$ cat config.mk
export PLATFORM = sky130hd
export DESIGN_NAME = noc_input_unit
export DESIGN_NICKNAME = d
export VERILOG_FILES = /design/src/rtl/noc_input_unit.sv
export SDC_FILE = /design/constraint.sdc
export NUM_CORES = 1
export LEC_CHECK = 0
export ABC_AREA = 1
export ABC_CLOCK_PERIOD_IN_PS = 5500
export CAP_MARGIN = 15
export CORE_MARGIN = 4
export CORE_UTILIZATION = 50
export DETAILED_ROUTE_END_ITERATION = 10
export PLACE_DENSITY = 0.78
export SLEW_MARGIN = 20
export SYNTH_ARGS = -nofsm -noshare
export SYNTH_HDL_FRONTEND = slang
export SYNTH_SLANG_ARGS = --single-unit
$ cat constraint.sdc
create_clock -name clk_i -period 5.5 [get_ports clk_i]
set_input_delay 1.1 -clock clk_i [delete_from_list [all_inputs] [get_ports clk_i]]
set_output_delay 1.1 -clock clk_i [all_outputs]
set_load 0.02 [all_outputs]
$ cat src/rtl/noc_input_unit.sv
// -----------------------------------------------------------------------------
// noc_input_unit
//
// Input port of a wormhole NoC router. Incoming flits are buffered in a small
// FIFO. When a head flit reaches the front of the FIFO, the route processor's
// answer (route_i, computed from yx_addr_header_o) is latched. The unit then
// requests the output arbiter. Once granted, it streams the packet to the
// crossbar until the tail flit leaves. Any body or tail flit found at the FIFO
// head while no packet is open is dropped, and err_o pulses once.
//
// Flit type encoding in flit[33:32]:
//   00 body, 01 head, 10 tail, 11 head+tail
//
// Ports
//   clk_i, rst_i      clock; asynchronous active-high reset
//   flit_i            upstream flit (type + 32-bit payload)
//   flit_valid_i      upstream flit valid
//   flit_ready_o      FIFO has room for a flit
//   yx_addr_header_o  payload[7:0] of the FIFO-head flit ([7:4] y, [3:0] x)
//   route_i           output-port code from the route processor
//   req_o             request to the output arbiter
//   route_o           output port latched for the current packet
//   grant_i           arbiter grant for this input
//   flit_o            FIFO-head flit to the crossbar
//   flit_valid_o      flit_o valid (only while streaming a granted packet)
//   flit_ready_i      downstream accepts flit_o
//   err_o             one-cycle pulse after a stray flit is discarded
// -----------------------------------------------------------------------------
module noc_input_unit #(
    parameter int DEPTH = 4
) (
    input  logic        clk_i,
    input  logic        rst_i,
    input  logic [33:0] flit_i,
    input  logic        flit_valid_i,
    output logic        flit_ready_o,
    output logic [7:0]  yx_addr_header_o,
    input  logic [2:0]  route_i,
    output logic        req_o,
    output logic [2:0]  route_o,
    input  logic        grant_i,
    output logic [33:0] flit_o,
    output logic        flit_valid_o,
    input  logic        flit_ready_i,
    output logic        err_o
);

    localparam int AW = $clog2(DEPTH);
    localparam int CW = $clog2(DEPTH) + 1;
    localparam logic [CW-1:0] FULL_COUNT = CW'(DEPTH);

    typedef enum logic [1:0] {
        ST_IDLE   = 2'b00,
        ST_REQ    = 2'b01,
        ST_ACTIVE = 2'b10
    } state_t;

    // Head and head+tail both open a packet.
    function automatic logic is_head_type(input logic [1:0] flit_type);
        return flit_type[0];
    endfunction

    // Tail and head+tail both close a packet.
    function automatic logic is_tail_type(input logic [1:0] flit_type);
        return flit_type[1];
    endfunction

    logic [33:0]   mem_r [DEPTH];
    logic [AW-1:0] wr_ptr_r;
    logic [AW-1:0] rd_ptr_r;
    logic [CW-1:0] count_r;
    state_t        state_r;
    state_t        state_nxt_s;
    logic [2:0]    route_r;
    logic [2:0]    route_nxt_s;
    logic          req_r;
    logic          err_r;
    logic          err_nxt_s;
    logic          full_s;
    logic          empty_s;
    logic          push_s;
    logic          pop_s;
    logic          stray_pop_s;
    logic          active_pop_s;
    logic          flit_valid_s;
    logic [33:0]   head_s;

    assign full_s  = (count_r == FULL_COUNT);
    assign empty_s = (count_r == {CW{1'b0}});
    assign head_s  = mem_r[rd_ptr_r];

    // A full FIFO never accepts a flit, even if a pop happens in the same cycle.
    assign push_s = flit_valid_i && !full_s;
    assign pop_s  = stray_pop_s || active_pop_s;

    // FIFO storage write. The data array needs no reset because count_r
    // qualifies every read.
    always_ff @(posedge clk_i) begin
        if (push_s && !rst_i) begin
            mem_r[wr_ptr_r] <= flit_i;
        end
    end

    // FIFO read/write pointers and occupancy count.
    always_ff @(posedge clk_i or posedge rst_i) begin
        if (rst_i) begin
            wr_ptr_r <= {AW{1'b0}};
            rd_ptr_r <= {AW{1'b0}};
            count_r  <= {CW{1'b0}};
        end else begin
            if (push_s) begin
                wr_ptr_r <= wr_ptr_r + AW'(1);
            end
            if (pop_s) begin
                rd_ptr_r <= rd_ptr_r + AW'(1);
            end
            case ({push_s, pop_s})
                2'b10:   count_r <= count_r + CW'(1);
                2'b01:   count_r <= count_r - CW'(1);
                default: count_r <= count_r;
            endcase
        end
    end

    // Packet FSM: next-state, route latch, stray discard and streaming pop.
    always_comb begin
        state_nxt_s  = state_r;
        route_nxt_s  = route_r;
        err_nxt_s    = 1'b0;
        stray_pop_s  = 1'b0;
        active_pop_s = 1'b0;
        flit_valid_s = 1'b0;
        case (state_r)
            ST_IDLE: begin
                if (!empty_s) begin
                    if (is_head_type(head_s[33:32])) begin
                        // route_i answers for the current yx_addr_header_o.
                        route_nxt_s = route_i;
                        state_nxt_s = ST_REQ;
                    end else begin
                        stray_pop_s = 1'b1;
                        err_nxt_s   = 1'b1;
                    end
                end else begin
                    state_nxt_s = ST_IDLE;
                end
            end
            ST_REQ: begin
                if (grant_i) begin
                    state_nxt_s = ST_ACTIVE;
                end else begin
                    state_nxt_s = ST_REQ;
                end
            end
            ST_ACTIVE: begin
                // An empty FIFO here just stalls until the rest of the packet arrives.
                flit_valid_s = !empty_s;
                if (!empty_s && flit_ready_i) begin
                    active_pop_s = 1'b1;
                    if (is_tail_type(head_s[33:32])) begin
                        state_nxt_s = ST_IDLE;
                    end else begin
                        state_nxt_s = ST_ACTIVE;
                    end
                end else begin
                    state_nxt_s = ST_ACTIVE;
                end
            end
            default: begin
                state_nxt_s = ST_IDLE;
            end
        endcase
    end

    // FSM state, latched route, registered request and error pulse.
    always_ff @(posedge clk_i or posedge rst_i) begin
        if (rst_i) begin
            state_r <= ST_IDLE;
            route_r <= 3'b000;
            req_r   <= 1'b0;
            err_r   <= 1'b0;
        end else begin
            state_r <= state_nxt_s;
            route_r <= route_nxt_s;
            // req_o is high in every state except IDLE. It is registered
            // from the next state, so it drops as the tail pops.
            req_r   <= (state_nxt_s != ST_IDLE);
            err_r   <= err_nxt_s;
        end
    end

    assign flit_ready_o     = !full_s;
    assign yx_addr_header_o = head_s[7:0];
    assign flit_o           = head_s;
    assign flit_valid_o     = flit_valid_s;
    assign req_o            = req_r;
    assign route_o          = route_r;
    assign err_o            = err_r;

endmodule

# Word level (Yosys, flattened, before mapping)
# Memories as Yosys holds them, arrays and structs flattened.
# Cells that the tools add are included.
[op_classes] addsub=4 muxes=15 n_eq_ne=5 reduce_logical=12 bitwise=1
[op_table] cell="2-to-1 mux 2 bit" n=5
[op_table] cell="2-to-1 mux 1 bit" n=8
[op_table] cell="one-hot mux 2 bit (3 select lines)" n=1
[op_table] cell="one-hot mux 3 bit (2 select lines)" n=1
[op_table] cell="adder 2 x 1 -> 2 bit (second input constant)" n=2
[op_table] cell="equality test 2 x 1 -> 1 bit (second input constant)" n=2
[op_table] cell="equality test 2 bit (second input constant)" n=2
[op_table] cell="nonzero test 2 bit" n=2
[op_table] cell="adder 3 x 1 -> 3 bit (second input constant)" n=1
[op_table] cell="equality test 3 bit (second input constant)" n=1
[op_table] cell="logical AND 1 bit" n=3
[op_table] cell="zero test 1 bit" n=3
[op_table] cell="zero test 3 bit" n=1
[op_table] cell="AND reduction 3 bit" n=1
[op_table] cell="subtractor 3 x 1 -> 3 bit (second input constant)" n=1
[op_table] cell="zero test 2 bit" n=1
[op_table] cell="logical OR 1 bit" n=1
[op_table] cell="NOT 1 bit" n=1
[totals] input_bits=42 out_inout_bits=49 n_memories=1 reg_bits=14 mem_bits_rw=136 word_cells=45
[mem_list] memory="mem_r" words=4 word_bits=34 rd=1 rd_clocked_by_memory_dff=0 write_ports=1 line_no="68" source="logic [33:0] mem_r [DEPTH];"

# Longest topological paths before layout
[logic_depth] ltp_word=8 mapped_depth=13 depth_no_buf=12

# Least setup slack after synthesis
# Ideal clock, no wire load.
[synth_path] kind="in2reg" from="in rst_i" to="mem mem_r[0][0], enable pin" arrival_time_ps=3098 path_stages=3 t_required_ps=5075 setup_ps=425 slack_ps=1976 path_buffers=0 path_cell_list="inv_1 > nand3_1 > nor2_1"
[synth_between] elab_chain_len=4
[synth_rtl] item="start, declared" line_no="33" source="input logic rst_i,"
[synth_rtl] item="zero test 1 bit (no line)"
[synth_rtl] item="logical AND 1 bit" line_no="99" source="if (push_s && !rst_i) begin"
[synth_rtl] item="2-to-1 mux 1 bit" line_no="99"
[synth_rtl] item="2-to-1 mux 1 bit (implied by the code)" line_no="100" source="mem_r[wr_ptr_r] <= flit_i;"
[synth_rtl] item="end, declared" line_no="68"
# No other way between the ends.

# Worst setup path after layout
[layout_path] from="reg rd_ptr_r[0]" to="out flit_o[17]"
[layout_between] elab_chain_len=1
[layout_rtl] item="start, declared" line_no="70" source="logic [AW-1:0] rd_ptr_r;"
[layout_rtl] item="start signal, assigned" line_no="108" source="rd_ptr_r <= {AW{1'b0}};"
[layout_rtl] item="start signal, assigned" line_no="115" source="rd_ptr_r <= rd_ptr_r + AW'(1);"
[layout_rtl] item="memory read (4 x 34 bit)"
[layout_rtl] item="end, declared" line_no="42" source="output logic [33:0] flit_o,"
# No other way between the ends.

==> summary.md <==
| Metric | Value |
|---|---|
| Startpoint types | register |
| Syn Nets | 485 |
| Number of flops mapped to enable cells by yosys | 136 |
| Final setup fails | 0 |
| Top post-synthesis cells by area | edfxtp_1 (69%), dfrtp_1 (5.9%), nor2_1 (4.7%) |
| Max Cap Viol | 0 |
| Largest net degree at the start of global routing | 70 |
| Worst-margin pin slew | 1.067 ns |
| Post-route ant nets | 0 |
| Critical path's largest stage delay | 0.95 ns |
| Cell variety after synth | 27 |
| CORE AREA | 11,520 um2 |
| PD cells | 569.8 nW/um2 |
| Part of the power in registers | 0.358 |
| Worst Skew | 0.007759 ns |
| Via count | 3,605 |
| Post-layout instance area | 7431 um2 |
| Clock sinks | 150 |
| Routed length on met2 | 6327 um |
| First-pass GRT wire length | 18,020 um |
| DR pass1 iterations | 5 |
| Die Ht | 117.0 um |
| Via/cell ratio | 5.333 |
| Initial antenna violation count | 0 |
| Post-synth top flop | edfxtp_1 |
| Share of layout cells above drive strength 1 | 0.1032 |
| Total gr overflow | 0 |
| Setup_tns | 0 ns |
| Hpwl dp | 6895 um |
| Clk Latency, worst-skew pair | 0.41 ns |
| Most frequent cell after synthesis | edfxtp_1 |
| Final WS setup | 1.584 ns |
| Yosys top cell by area | edfxtp_1 |
| Total CTS buffers | 17 |
| Setup crit end kind | output port |
| Final nets | 568 |
| Final Non-Filler Cells | 676 |
| Die X | 117.0 um |
| Post-placement cell count | 642 |
| Metal3 WL | 599 um |
| Max Slew Vio Count | 0 |
| Critical Path, Cell by Cell | buf_4, o21ai_0, o22ai_1, clkdlybuf4s50_1 |
| HP Class | reg -> reg |
| Starting DRT DRC Count | 216 |
| Post-Syn Area | 5942 um2 |
| Crit path max fanout | 51 |
| Max H-tree Level | 4 |
| Slowest CP cell | dfrtp_2 |
| Net Switching | 0.001560 W |
| Critical path type | reg -> out |
| Headroom to the max-slew limit | 0.2872 |
| Pint | 0.002673 W |
| Most frequent cells after synthesis | edfxtp_1 (136), nor2_1 (74), o21ai_0 (46) |
| CTS clk-pin slew, worst paths | 0.06 ns |
| Port Buffer Count | 90 |
| Maximum clock rate | 255.4 MHz |
| # IOs | 91 |
| Req. time, crit path | 4.40 ns |
| Antenna Cells | 0 |
| Clock network power share | 0.241 |
| Fin crit share | 0.7120 |
| # hold bufs at CTS | 0 |
| Async set or reset register ratio after synthesis | 0.09333 |
| Worst path arrival time | 2.82 ns |
| Outcome | complete, no violations |
| Post-Syn Area per Cell | 13.60 um2 |
| Area of the multi-input gates | 1212 um2 |
| Comb pwr share | 0.401 |
| Routability congestion estimate | 0.7290 |
| RSZ-0062 raised after global routing | no |
| Mapped Cells | 437 |
| GRT Total Usage | 0.1791 |
| Area of the die | 13,690 um2 |
| WHS | 0.4733 ns |
| Place WS | 1.696 ns |
| TritonCTS clock tree | yes |
| PostCTS Resize Cnt | 0 |
| Rows | 39 |
| M1 WL | 4642 um |
| Yosys warning count | 0 |
| Top Metal Used | met4 |
| Root buf cell | clkbuf_16 |
| Register area | 4436 um2 |
| Routed WL | 11,730 um |
| Switching share of power | 0.3686 |
| Post-DP Area | 6842 um2 |
| Vias in the first global route | 3,672 |
| Crit path time final | 3.916 ns |
| Synth top area share | 0.6873 |
| Final number of hold-violating endpoints | 0 |
| Clk buf depth | 2 |
| Starting density of the core | 0.5160 |
| Post-DR wirelength/cell | 17.36 um |
| Sequential share of the synthesized area | 0.7463 |
| Postcts setup bufs | 0 |
| VDD IR max | 309.1 uV |
| FILL cells | 804 |
| Drc violations | 0 |
| Area delta synth->final | 25.06% |
| Leakage | 2.618 nW |
| #FFs+latches synth | 150 |
## cells by family after synthesis
logic type,after synthesis,share of synthesized area
AO/OA/AOI/OAI,100,0.09097
XOR/XNOR,4,0.005897
adder cells (fa/ha/maj),6,0.01390
buffers and inverters,55,0.05475
flip-flops,150,0.7463
AND/OR/NAND/NOR,122,0.08823
## power groups by stage
| stage | logic, W | clock network [W] | registers [W] |
|---|---|---|---|
| 2_1_floorplan | 0.00113 | 0 | 0.00150 |
| 3_3_place_gp | 0.00166 | 0 | 0.00153 |
| 3_5_place_dp | 0.00170 | 0 | 0.00154 |
| 4_1_cts | 0.00171 | 0.00103 | 0.00152 |
| 5_1_grt | 0.00184 | 0.00109 | 0.00154 |
| 6_report | 0.00170 | 0.00102 | 0.00151 |
## per-layer routing
| metal | track usage | vias to the layer above |
|---|---|---|
| li1 | - | 1729 |
| met1 | 0.1965 | 1756 |
| met2 | 0.3257 | 109 |
| met3 | 0.04422 | 11 |
| met4 | 0.08333 | 0 |
| met5 | 0 | - |
## path summary, 6_finish.rpt
path	start	end	slack [ns]	cells after the start
hold reg to reg	route_o[2]$_DFFE_PP0P_	route_o[2]$_DFFE_PP0P_	0.47	2
max in group asynchronous	rst_i	rd_ptr_r[0]$_DFFE_PP0P_	4.03	2
hold / removal	route_o[2]$_DFFE_PP0P_	route_o[2]$_DFFE_PP0P_	0.47	2
setup reg to reg	rd_ptr_r[0]$_DFFE_PP0P_	count_r[2]$_DFFE_PP0P_	2.45	12
min in group asynchronous	rst_i	wr_ptr_r[1]$_DFFE_PP0P_	1.06	2
setup / recovery	rd_ptr_r[0]$_DFFE_PP0P_	flit_o[17]	1.58	4
## stage by stage
stage | power, W | utilization
2_1_floorplan | 0.002633 | -
3_3_place_gp | 0.003186 | 0.5941
3_5_place_dp | 0.003235 | 0.5941
4_1_cts | 0.004257 | 0.6405
5_1_grt | 0.004470 | 0.6453
6_report | 0.004234 | 0.6453
## flip-flops by register name, summed over array words and instances, names as in the netlist
name      count
mem_r       136
count_r       3
route_o       3
rd_ptr_r      2
state_r       2
wr_ptr_r      2
err_o         1
req_o         1
## critical path, delay by kind of cell, from the launching register on
family                 cells  cell delay, ns
AO/OA/AOI/OAI              2            0.39
buffers and inverters      2            1.06
flip-flops                 1            0.95
## cells in the final DEF (no fill, tap or decap)
cell type / synthesis / final
clkdlybuf4s50_1: 0 / 90
buf_16: 0 / 2
edfxtp_1: 136 / 136
dfrtp_2: 0 / 1
ha_1: 5 / 5
clkinvlp_4: 0 / 2
fa_1: 1 / 1
clkbuf_16: 0 / 17
nor2_4: 1 / 5
inv_1: 21 / 21
clkinv_2: 0 / 3
nor3_1: 1 / 1
buf_4: 9 / 2
a21oi_1: 2 / 2
xor2_1: 3 / 3
clkbuf_1: 2 / 1
o21ai_1: 20 / 20
nand2_1: 28 / 28
o22ai_1: 32 / 32
clkinv_4: 0 / 6
nand2_4: 3 / 3
inv_6: 1 / 3
dfrtp_1: 14 / 13
nand3_2: 2 / 2
nand2_2: 4 / 4
inv_2: 3 / 3
o21ai_0: 46 / 46
clkinvlp_2: 0 / 1
nor2_2: 1 / 1
xnor2_1: 1 / 1
nand3_1: 8 / 8
nor2_1: 74 / 70
## final cells by class
| type | count | area share |
|---|---|---|
| timing repair buffer | 94 | 0.1307 |
| clock inverter | 14 | 0.01414 |
| multi-input combinational | 232 | 0.1632 |
| tap | 143 | 0.02408 |
| sequential | 150 | 0.5969 |
| clock buffer | 18 | 0.05775 |
| inverter | 25 | 0.01330 |
Power figures use the tool's default switching activity.
